**src/rtl/lsu_pkg.sv**
```systemverilog
// Shared encodings for the load/store unit: opcodes, access sizes, FSM states, exception causes.
package lsu_pkg;

    localparam logic [6:0] MEM_RD_OP = 7'b0000011;
    localparam logic [6:0] MEM_WR_OP = 7'b0100011;

    localparam logic [2:0] F3_B  = 3'b000;
    localparam logic [2:0] F3_H  = 3'b001;
    localparam logic [2:0] F3_W  = 3'b010;
    localparam logic [2:0] F3_BU = 3'b100;
    localparam logic [2:0] F3_HU = 3'b101;

    typedef enum logic [1:0] {
        ST_IDLE = 2'b00,
        ST_REQ  = 2'b01,
        ST_WAIT = 2'b10,
        ST_DONE = 2'b11
    } lsu_state_t;

    typedef enum logic [1:0] {
        EXC_NONE     = 2'b00,
        EXC_MISALIGN = 2'b01,
        EXC_ILLEGAL  = 2'b10,
        EXC_TIMEOUT  = 2'b11
    } exc_cause_t;

endpackage

```
**src/rtl/lsu_align.sv**
```systemverilog
// Combinational lane logic: store byte enables / replication, access legality, load extract + extend.
module lsu_align
    import lsu_pkg::*;
#(
    parameter int WIDTH = 32
) (
    input  logic [2:0]       req_func3,
    input  logic [1:0]       req_addr_lo,
    input  logic             req_store,
    input  logic [31:0]      store_data,
    output logic [3:0]       be,
    output logic [31:0]      wdata,
    output logic             illegal,
    output logic             misaligned,
    input  logic [2:0]       rsp_func3,
    input  logic [1:0]       rsp_addr_lo,
    input  logic [31:0]      rdata,
    output logic [WIDTH-1:0] load_ext
);

    logic [7:0]  byte_sel;
    logic [15:0] half_sel;

    always_comb begin
        be         = 4'b0000;
        wdata      = store_data;
        illegal    = 1'b0;
        misaligned = 1'b0;
        case (req_func3)
            F3_B: begin
                be    = 4'b0001 << req_addr_lo;
                wdata = {4{store_data[7:0]}};
            end
            F3_H: begin
                be         = 4'b0011 << req_addr_lo;
                wdata      = {2{store_data[15:0]}};
                misaligned = req_addr_lo[0];
            end
            F3_W: begin
                be         = 4'b1111;
                misaligned = |req_addr_lo;
            end
            // Unsigned sizes only exist for loads
            F3_BU: begin
                be      = 4'b0001 << req_addr_lo;
                illegal = req_store;
            end
            F3_HU: begin
                be         = 4'b0011 << req_addr_lo;
                illegal    = req_store;
                misaligned = req_addr_lo[0];
            end
            default: illegal = 1'b1;
        endcase
    end

    always_comb begin
        byte_sel = rdata[{rsp_addr_lo, 3'b000} +: 8];
        half_sel = rsp_addr_lo[1] ? rdata[31:16] : rdata[15:0];
        case (rsp_func3)
            F3_B:    load_ext = {{(WIDTH-8){byte_sel[7]}}, byte_sel};
            F3_H:    load_ext = {{(WIDTH-16){half_sel[15]}}, half_sel};
            F3_BU:   load_ext = {{(WIDTH-8){1'b0}}, byte_sel};
            F3_HU:   load_ext = {{(WIDTH-16){1'b0}}, half_sel};
            default: load_ext = WIDTH'(rdata);
        endcase
    end

endmodule

```
**src/rtl/load_store_unit.sv**
```systemverilog
// Memory-access stage: runs one req/gnt/rvalid bus transaction per load/store and stalls the PC meanwhile.
module load_store_unit
    import lsu_pkg::*;
#(
    parameter int WIDTH          = 32,
    parameter int TIMEOUT_CYCLES = 16
) (
    input  logic             clk,
    input  logic             rst,
    input  logic             valid_i,
    input  logic [6:0]       opcode,
    input  logic [2:0]       func3,
    input  logic [WIDTH-1:0] addr,
    input  logic [WIDTH-1:0] store_data,
    output logic             mem_req,
    output logic             mem_we,
    output logic [WIDTH-1:0] mem_addr,
    output logic [31:0]      mem_wdata,
    output logic [3:0]       mem_be,
    input  logic             mem_gnt,
    input  logic             mem_rvalid,
    input  logic [31:0]      mem_rdata,
    output logic             stall,
    output logic             wb_valid,
    output logic [WIDTH-1:0] load_data,
    output logic             exc_o,
    output logic [1:0]       exc_cause
);

    localparam int CNT_W = (TIMEOUT_CYCLES > 1) ? $clog2(TIMEOUT_CYCLES) : 1;
    localparam logic [CNT_W-1:0] CNT_LAST = CNT_W'(TIMEOUT_CYCLES - 1);

    lsu_state_t       state;
    logic [CNT_W-1:0] tmo_cnt;
    logic [2:0]       lat_func3;
    logic [1:0]       lat_addr_lo;

    logic             is_store;
    logic             mem_op;
    logic [3:0]       al_be;
    logic [31:0]      al_wdata;
    logic             al_illegal;
    logic             al_misaligned;
    logic [WIDTH-1:0] al_load;

    assign is_store = (opcode == MEM_WR_OP);
    assign mem_op   = valid_i && ((opcode == MEM_RD_OP) || is_store);

    // An access already on the bus keeps stalling even if valid_i drops
    assign stall = (state == ST_IDLE) ? mem_op : ((state == ST_REQ) || (state == ST_WAIT));

    lsu_align #(.WIDTH(WIDTH)) u_align (
        .req_func3   (func3),
        .req_addr_lo (addr[1:0]),
        .req_store   (is_store),
        .store_data  (store_data[31:0]),
        .be          (al_be),
        .wdata       (al_wdata),
        .illegal     (al_illegal),
        .misaligned  (al_misaligned),
        .rsp_func3   (lat_func3),
        .rsp_addr_lo (lat_addr_lo),
        .rdata       (mem_rdata),
        .load_ext    (al_load)
    );

    always_ff @(posedge clk) begin
        if (rst) begin
            state       <= ST_IDLE;
            tmo_cnt     <= '0;
            lat_func3   <= 3'b000;
            lat_addr_lo <= 2'b00;
            mem_req     <= 1'b0;
            mem_we      <= 1'b0;
            mem_addr    <= '0;
            mem_wdata   <= '0;
            mem_be      <= 4'b0000;
            wb_valid    <= 1'b0;
            load_data   <= '0;
            exc_o       <= 1'b0;
            exc_cause   <= EXC_NONE;
        end else begin
            wb_valid  <= 1'b0;
            exc_o     <= 1'b0;
            exc_cause <= EXC_NONE;
            case (state)
                ST_IDLE: begin
                    if (mem_op) begin
                        if (al_illegal) begin
                            state     <= ST_DONE;
                            exc_o     <= 1'b1;
                            exc_cause <= EXC_ILLEGAL;
                            load_data <= '0;
                        end else if (al_misaligned) begin
                            state     <= ST_DONE;
                            exc_o     <= 1'b1;
                            exc_cause <= EXC_MISALIGN;
                            load_data <= '0;
                        end else begin
                            state       <= ST_REQ;
                            mem_req     <= 1'b1;
                            mem_we      <= is_store;
                            mem_addr    <= {addr[WIDTH-1:2], 2'b00};
                            mem_wdata   <= al_wdata;
                            mem_be      <= al_be;
                            lat_func3   <= func3;
                            lat_addr_lo <= addr[1:0];
                        end
                    end
                end
                ST_REQ: begin
                    if (mem_gnt) begin
                        mem_req <= 1'b0;
                        tmo_cnt <= '0;
                        state   <= mem_we ? ST_DONE : ST_WAIT;
                    end
                end
                ST_WAIT: begin
                    if (mem_rvalid) begin
                        load_data <= al_load;
                        wb_valid  <= 1'b1;
                        state     <= ST_DONE;
                    end else if (tmo_cnt == CNT_LAST) begin
                        load_data <= '0;
                        exc_o     <= 1'b1;
                        exc_cause <= EXC_TIMEOUT;
                        state     <= ST_DONE;
                    end else begin
                        tmo_cnt <= tmo_cnt + CNT_W'(1);
                    end
                end
                ST_DONE: state <= ST_IDLE;
                default: state <= ST_IDLE;
            endcase
        end
    end

endmodule
```
**config.mk**
```make
export PLATFORM = sky130hd
export DESIGN_NAME = load_store_unit
export DESIGN_NICKNAME = d
export VERILOG_FILES = /design/src/rtl/lsu_pkg.sv /design/src/rtl/lsu_align.sv /design/src/rtl/load_store_unit.sv
export SDC_FILE = /design/constraint.sdc
export NUM_CORES = 1
export LEC_CHECK = 0
export CAP_MARGIN = 20
export CORE_AREA = 3 3 125 127
export CTS_CLUSTER_DIAMETER = 150
export DETAILED_ROUTE_END_ITERATION = 8
export DIE_AREA = 0 0 128 130
export HOLD_SLACK_MARGIN = 0.02
export PLACE_DENSITY = 0.82
export SYNTH_ARGS = -nofsm -noshare
export SYNTH_HDL_FRONTEND = slang
export SYNTH_SLANG_ARGS = --single-unit
```
**constraint.sdc**
```tcl
create_clock -name clk -period 2.1 [get_ports clk]
set_clock_uncertainty 0.1 [all_clocks]
set_input_delay 0.21 -clock clk [delete_from_list [all_inputs] [get_ports clk]]
set_output_delay 0.21 -clock clk [all_outputs]
set_load 0.1 [all_outputs]
```
Word-level counts from Yosys, hierarchy flattened
Cells that the tools add are included.

operators by class
  equal/unequal tests = 21
  add/sub/neg operators = 1
  shifts and indexed selects = 3
  reduce and logical (&&, ||, !) cells = 20
  bitwise gates (word level) = 3
  multiplexer cells = 43

operators with widths
  operator                                       number
  two-way mux 32 bit                             5
  one-hot mux 32 bit (2 select lines)            2
  one-hot mux 32 bit (4 select lines)            1
  indexed part select 32 x 6 -> 8 bit            1
  two-way mux 2 bit                              10
  two-way mux 16 bit                             1
  two-way mux 1 bit                              13
  == test 3 bit, second input constant           4
  two-way mux 4 bit                              3
  != test 2 bit, second input constant           6
  one-hot mux 4 bit (3 select lines)             1
  AND reduction 4 bit                            3
  OR reduction 2 bit                             5
  one-hot mux 1 bit (2 select lines)             4
  one-hot mux 2 bit (4 select lines)             1
  one-hot mux 4 bit (2 select lines)             1
  == test 7 x 2 -> 1 bit, second input constant  1
  == test 7 x 6 -> 1 bit, second input constant  1
  == test 3 x 1 -> 1 bit, second input constant  2
  logical NOT 3 bit                              2
  nonzero test 2 bit                             3
  AND reduction 5 bit                            1
  adder 4 x 1 -> 4 bit, second input constant    1
  == test 2 bit, second input constant           2
  other kinds (14)                               17

word-level totals
  register bits = 115
  bits of input ports = 111
  logic and storage cells = 104

Depth between registers and ports, before layout
  word-level depth = 7
  depth in mapped cells = 9
  depth with buffers taken out = 6

Cells and area by module
A second synthesis with hierarchy kept.

second synthesis, totals
  cells, all modules = 716
  area total of the unflattened synthesis = 5770.5 um2

by module, submodules not included
  module           area each (um2)  times used  cells an instance
  load_store_unit  4475.5           1           529
  lsu_align        1295.0           1           187

Worst setup path before layout
No wires, ideal clock.

  path kind = flip-flop to flip-flop
  start = reg state[0]
  end = reg state[1]
  path buffers = 1
  period minus slack after synthesis = 3.053 ns
  data required time = 1.929 ns
  path slack = -0.953 ns
  stages on the path, launching flop included = 8
  setup time = 0.071 ns
  data arrival time = 2.882 ns
  cell sequence = dfxtp_1 > inv_1 > ha_1 > buf_2 > nand4bb_1 > o2bb2ai_1 > o311ai_0 > a21oi_1

on the way
  word-level cells in the longest chain between the ends = 3
  elaborated cells on any way between the ends = 9

ends and longest elaborated chain
  element                                                                   line                    RTL
  start, declared                                                           load_store_unit.sv:33   lsu_state_t state;
  start signal, assigned                                                    load_store_unit.sv:115  state <= mem_we ? ST_DONE : ST_WAIT;
  == test 2 bit, or another cell as far along                               load_store_unit.sv:86   case (state)
  != test 3 x 2 -> 1 bit (no source line) or != test 2 bit (tied branches)  --
  AND reduction 3 bit (no source line)                                      --

Several ways; a longest one is shown, not always the timed one.
A chain may end at the register's enable or synchronous reset.

Worst setup path after layout
  start = reg state[0]
  end = reg load_data[3]

on the way
  word-level cells in the longest chain between the ends = 3
  elaborated cells on any way between the ends = 8

ends and longest elaborated chain
  element                                                                line                    RTL
  == test 2 bit or logical NOT 2 bit (tied branches)                     load_store_unit.sv:86
  != test 3 x 2 -> 1 bit (no source line), or another cell as far along  --
  AND reduction 4 bit (no source line)                                   --
  end signal, assigned                                                   load_store_unit.sv:120  load_data <= al_load;
  end, declared                                                          load_store_unit.sv:25   output logic [WIDTH-1:0] load_data,

Several ways; a longest one is shown, not always the timed one.

==> flow_metrics.py <==
metrics = {
    "outcome": {
        "outcome": "finished clean",
    },
    "yosys": {
        "yosys_warnings": 0,
        "yosysSeqAreaShare_pct": 39.64,
        "synthMuxAreaShare_pct": 10.17,
        "synth.area.top_cells": "dfxtp_1, mux2i_1, nand2_1",
        "synth.avg_cell_area_um2": 8.516,
        "yosys.area.top_type": "dfxtp_1",
        "synth_area_mm2": 0.005808,
        "syn_inst": 682,
        "synth_top_area_share_pct": 39.64,
        "synthFlopType": "dfxtp_1",
        "synth_top_family_by_area": "simple AND/OR/NAND/NOR gates",
        "async_flop_share_pct": 0,
        "synth_fa_ha_area_share_pct": 0.8617,
        "synth_cell_types": 54,
        "ys_seq_elements": 115,
        "synthXorXnorAreaFrac_pct": 0,
        "yosys.area_share.simple_pct": 22.94,
        "synth_edf_count": 0,
        "synth_compound_area_share_pct": 19.56,
    },
    "clock_network": {
        "htree_levels": 4,
        "clock_latency_ns": 0.41,
        "root_buffer": "clkbuf_16",
        "cts_tree": "built",
        "numCtsBuffers": 17,
        "clk_pin_slew_ns": 0.05,
        "clock_sinks": 115,
        "clk_path_buf_depth": 2,
    },
    "setup_path": {
        "path_class": "flop to flop",
        "cp_cell_sequence": "inv_2 -> ha_1 -> and2b_1 -> o2bb2ai_1 -> or3b_2 -> buf_12 -> mux2i_1",
        "rrSetupSlack_ns": 0.08,
        "critPathRequiredTime_ns": 2.28,
        "worst_path_max_delay_cell": "or3b_2",
        "startpoint_type": "flop",
        "crit_arrival_ns": 2.21,
        "crit_fanout": 32,
        "rr_startpoint": "state[0]$_SDFFE_PP0P_",
        "end_kind": "flop",
        "r2r-end": "load_data[3]$_SDFFE_PP0P_",
        "r2r_cells": 7,
        "cp_slowest_stage_delay_ns": 0.51,
    },
    "pwr": {
        "swShare_pct": 21.17,
        "power_w": 0.005911,
        "p_int_w": 0.004660,
        "seq_power_share_pct": 37.0,
        "power.share.clock_pct": 54.1,
        "pwr-share-comb_pct": 8.9,
        "p_leak_nw": 3.470,
        "p_per_area_mw_per_mm2": 673.0,
        "p_switching_w": 0.001252,
        "worst_ir_drop_vdd_mv": 0.4498,
    },
    "job": {
        "max_cap_violations": 0,
    },
    "place": {
        "gp_congestion": 0.8326,
        "place_ws_ns": -0.1758,
        "portBuffers": 215,
        "dp_hpwl_um": 12690,
    },
    "timing": {
        "min_period_ns": 2.023,
        "holdWs_ns": 0.2455,
        "hold_viol": 0,
        "fmax_ghz": 0.4943,
        "slew_violations": 0,
        "setup-violations-final": 0,
        "setup_slack_ns": 0.07710,
        "tightest_slew_ns": 0.7097,
        "relSlewSlack_pct": 52.68,
        "fin_crit_sh_pct": 96.33,
        "rsz0062_at_grt": "no",
    },
    "global_route": {
        "grt_overflow": 0,
        "grt_use_total_pct": 20.44,
        "grt_first_pass_wirelength_um": 27130,
        "grt_pass1_vias": 5404,
        "grt_max_degree": 61,
        "antenna_found_initial": 0,
    },
    "floorplan": {
        "dieArea_mm2": 0.01664,
        "core_mm2": 0.01453,
        "die_x_um": 128,
        "initial_core_util_pct": 39.96,
        "pin_count": 218,
        "chipHeight_um": 130,
        "fp-row-count": 44,
    },
    "routing": {
        "first_pass_iters": 5,
        "wirelength_um": 17460,
        "postRouteAntennaNets": 0,
        "viasPerCell": 5.127,
        "wl_per_cell_um": 15.73,
        "drc": 0,
        "route.vias.total": 5691,
        "drtIter0Drc": 455,
    },
    "cells_and_area": {
        "layout_common_cells": "buf_4, nand2_1, dfxtp_1",
        "final_common_cell": "buf_4",
        "final_layout_size_suffix_gt1_share_pct": 23.22,
        "nNetsFinal": 1028,
        "antenna_cells": 0,
        "area_growth_syn_to_layout_pct": 51.23,
    },
    "min_path": {
        "hold_path_startpoint": "addr[21]",
        "hp-class": "primary input to flop",
        "holdPathStages": 3,
        "min_to": "mem_addr[21]$_SDFFE_PP0P_",
    },
}
[cells in the mapped netlist (all sizes together), types with 3 or more instances]
| cell | instances |
|---|---|
| nand4 | 8 |
| a211oi | 10 |
| nand2 | 123 |
| o221ai | 3 |
| nor2 | 37 |
| nor3 | 12 |
| nor2b | 4 |
| dfxtp | 115 |
| ha | 4 |
| o211ai | 32 |
| o21ai | 21 |
| nor3b | 11 |
| nand3 | 3 |
| a21oi | 65 |
| buf | 30 |
| inv | 12 |
| a32oi | 7 |
| clkbuf | 30 |
| mux2i | 59 |
| nand2b | 54 |
| a311oi | 8 |
[what timing repair did]
| action | CTS | global route |
|---|---|---|
| hold buffers | 1 | 0 |
| gates resized for setup | 4 | 0 |
| hold endpoints to repair | 7 | 0 |
| setup buffers | 1 | 0 |
| setup endpoints to repair | 1 | 0 |
[stage by stage]
step                      cells  TNS, ns  instance area, um^2  util (%)
after floorplan             683        0                 5831         -
after global placement     1076   -5.961                 8102     55.74
after detailed placement   1076   -9.107                 8102     55.74
after CTS                  1110        0                 8783     60.43
after global routing       1110        0                 8783     60.43
final                      1110        0                 8783     60.43
[registers in the layout, indices dropped and copies added, names as in the netlist]
name / count
exc_cause: 2
exc_o: 1
lat_addr_lo: 2
lat_func3: 3
load_data: 32
mem_addr: 30
mem_be: 4
mem_req: 1
mem_wdata: 32
mem_we: 1
state: 2
tmo_cnt: 4
wb_valid: 1
[critical path: cells and delay by family, from the launching register on]
kind / cells / cell delay (ns)
and+or+nand+nor: 2 / 0.68
adders and majority gates: 1 / 0.20
DFF: 1 / 0.35
buffers and inverters: 2 / 0.28
AOI/OAI and AO/OA: 1 / 0.11
muxes: 1 / 0.15
[how the worst max path moves through the flow]
stage / startpoint / endpoint / slack [ns]
CTS: state[1]$_SDFFE_PP0P_ / stall / 0.07
global placement: func3[2] / load_data[15]$_SDFFE_PP0P_ / -0.16
global route: state[1]$_SDFFE_PP0P_ / stall / 0.01
floorplan: state[0]$_SDFFE_PP0P_ / state[1]$_SDFFE_PP0P_ / 0.1
finish: state[0]$_SDFFE_PP0P_ / load_data[3]$_SDFFE_PP0P_ / 0.08
detailed placement: func3[2] / load_data[1]$_SDFFE_PP0P_ / -0.18
[logic make-up after synthesis]
kind of cell / after synthesis
flip-flops: 115
AO/OA/AOI/OAI: 164
adder cells (fa/ha/maj): 4
other: 1
buffers and inverters: 72
AND/OR/NAND/NOR: 267
multiplexers: 59
[final cells by class]
class	instances	area (um^2)
clock buffer	22	474.2
clock inverter	10	177.7
fill	1245	5751
inverter	12	45.04
multi-input combinational	496	3169
sequential	115	2302
tap	184	230.2
timing repair buffer	271	2385
[layer usage]
metal	routed length, um	global-route usage, %
met4	339	7.366
met1	7357	24.45
met2	8118	33.73
met3	1641	7.695
met5	0	0
[power by group through the flow]
stage                     registers (W)  clock network, W  logic [W]
after floorplan                 0.00226                 0   0.000193
after global placement          0.00224                 0   0.000515
after detailed placement        0.00224                 0   0.000517
after CTS                       0.00219           0.00324   0.000522
after global routing            0.00219           0.00335   0.000558
final                           0.00219           0.00320   0.000525
Power figures use the tool's default switching activity.
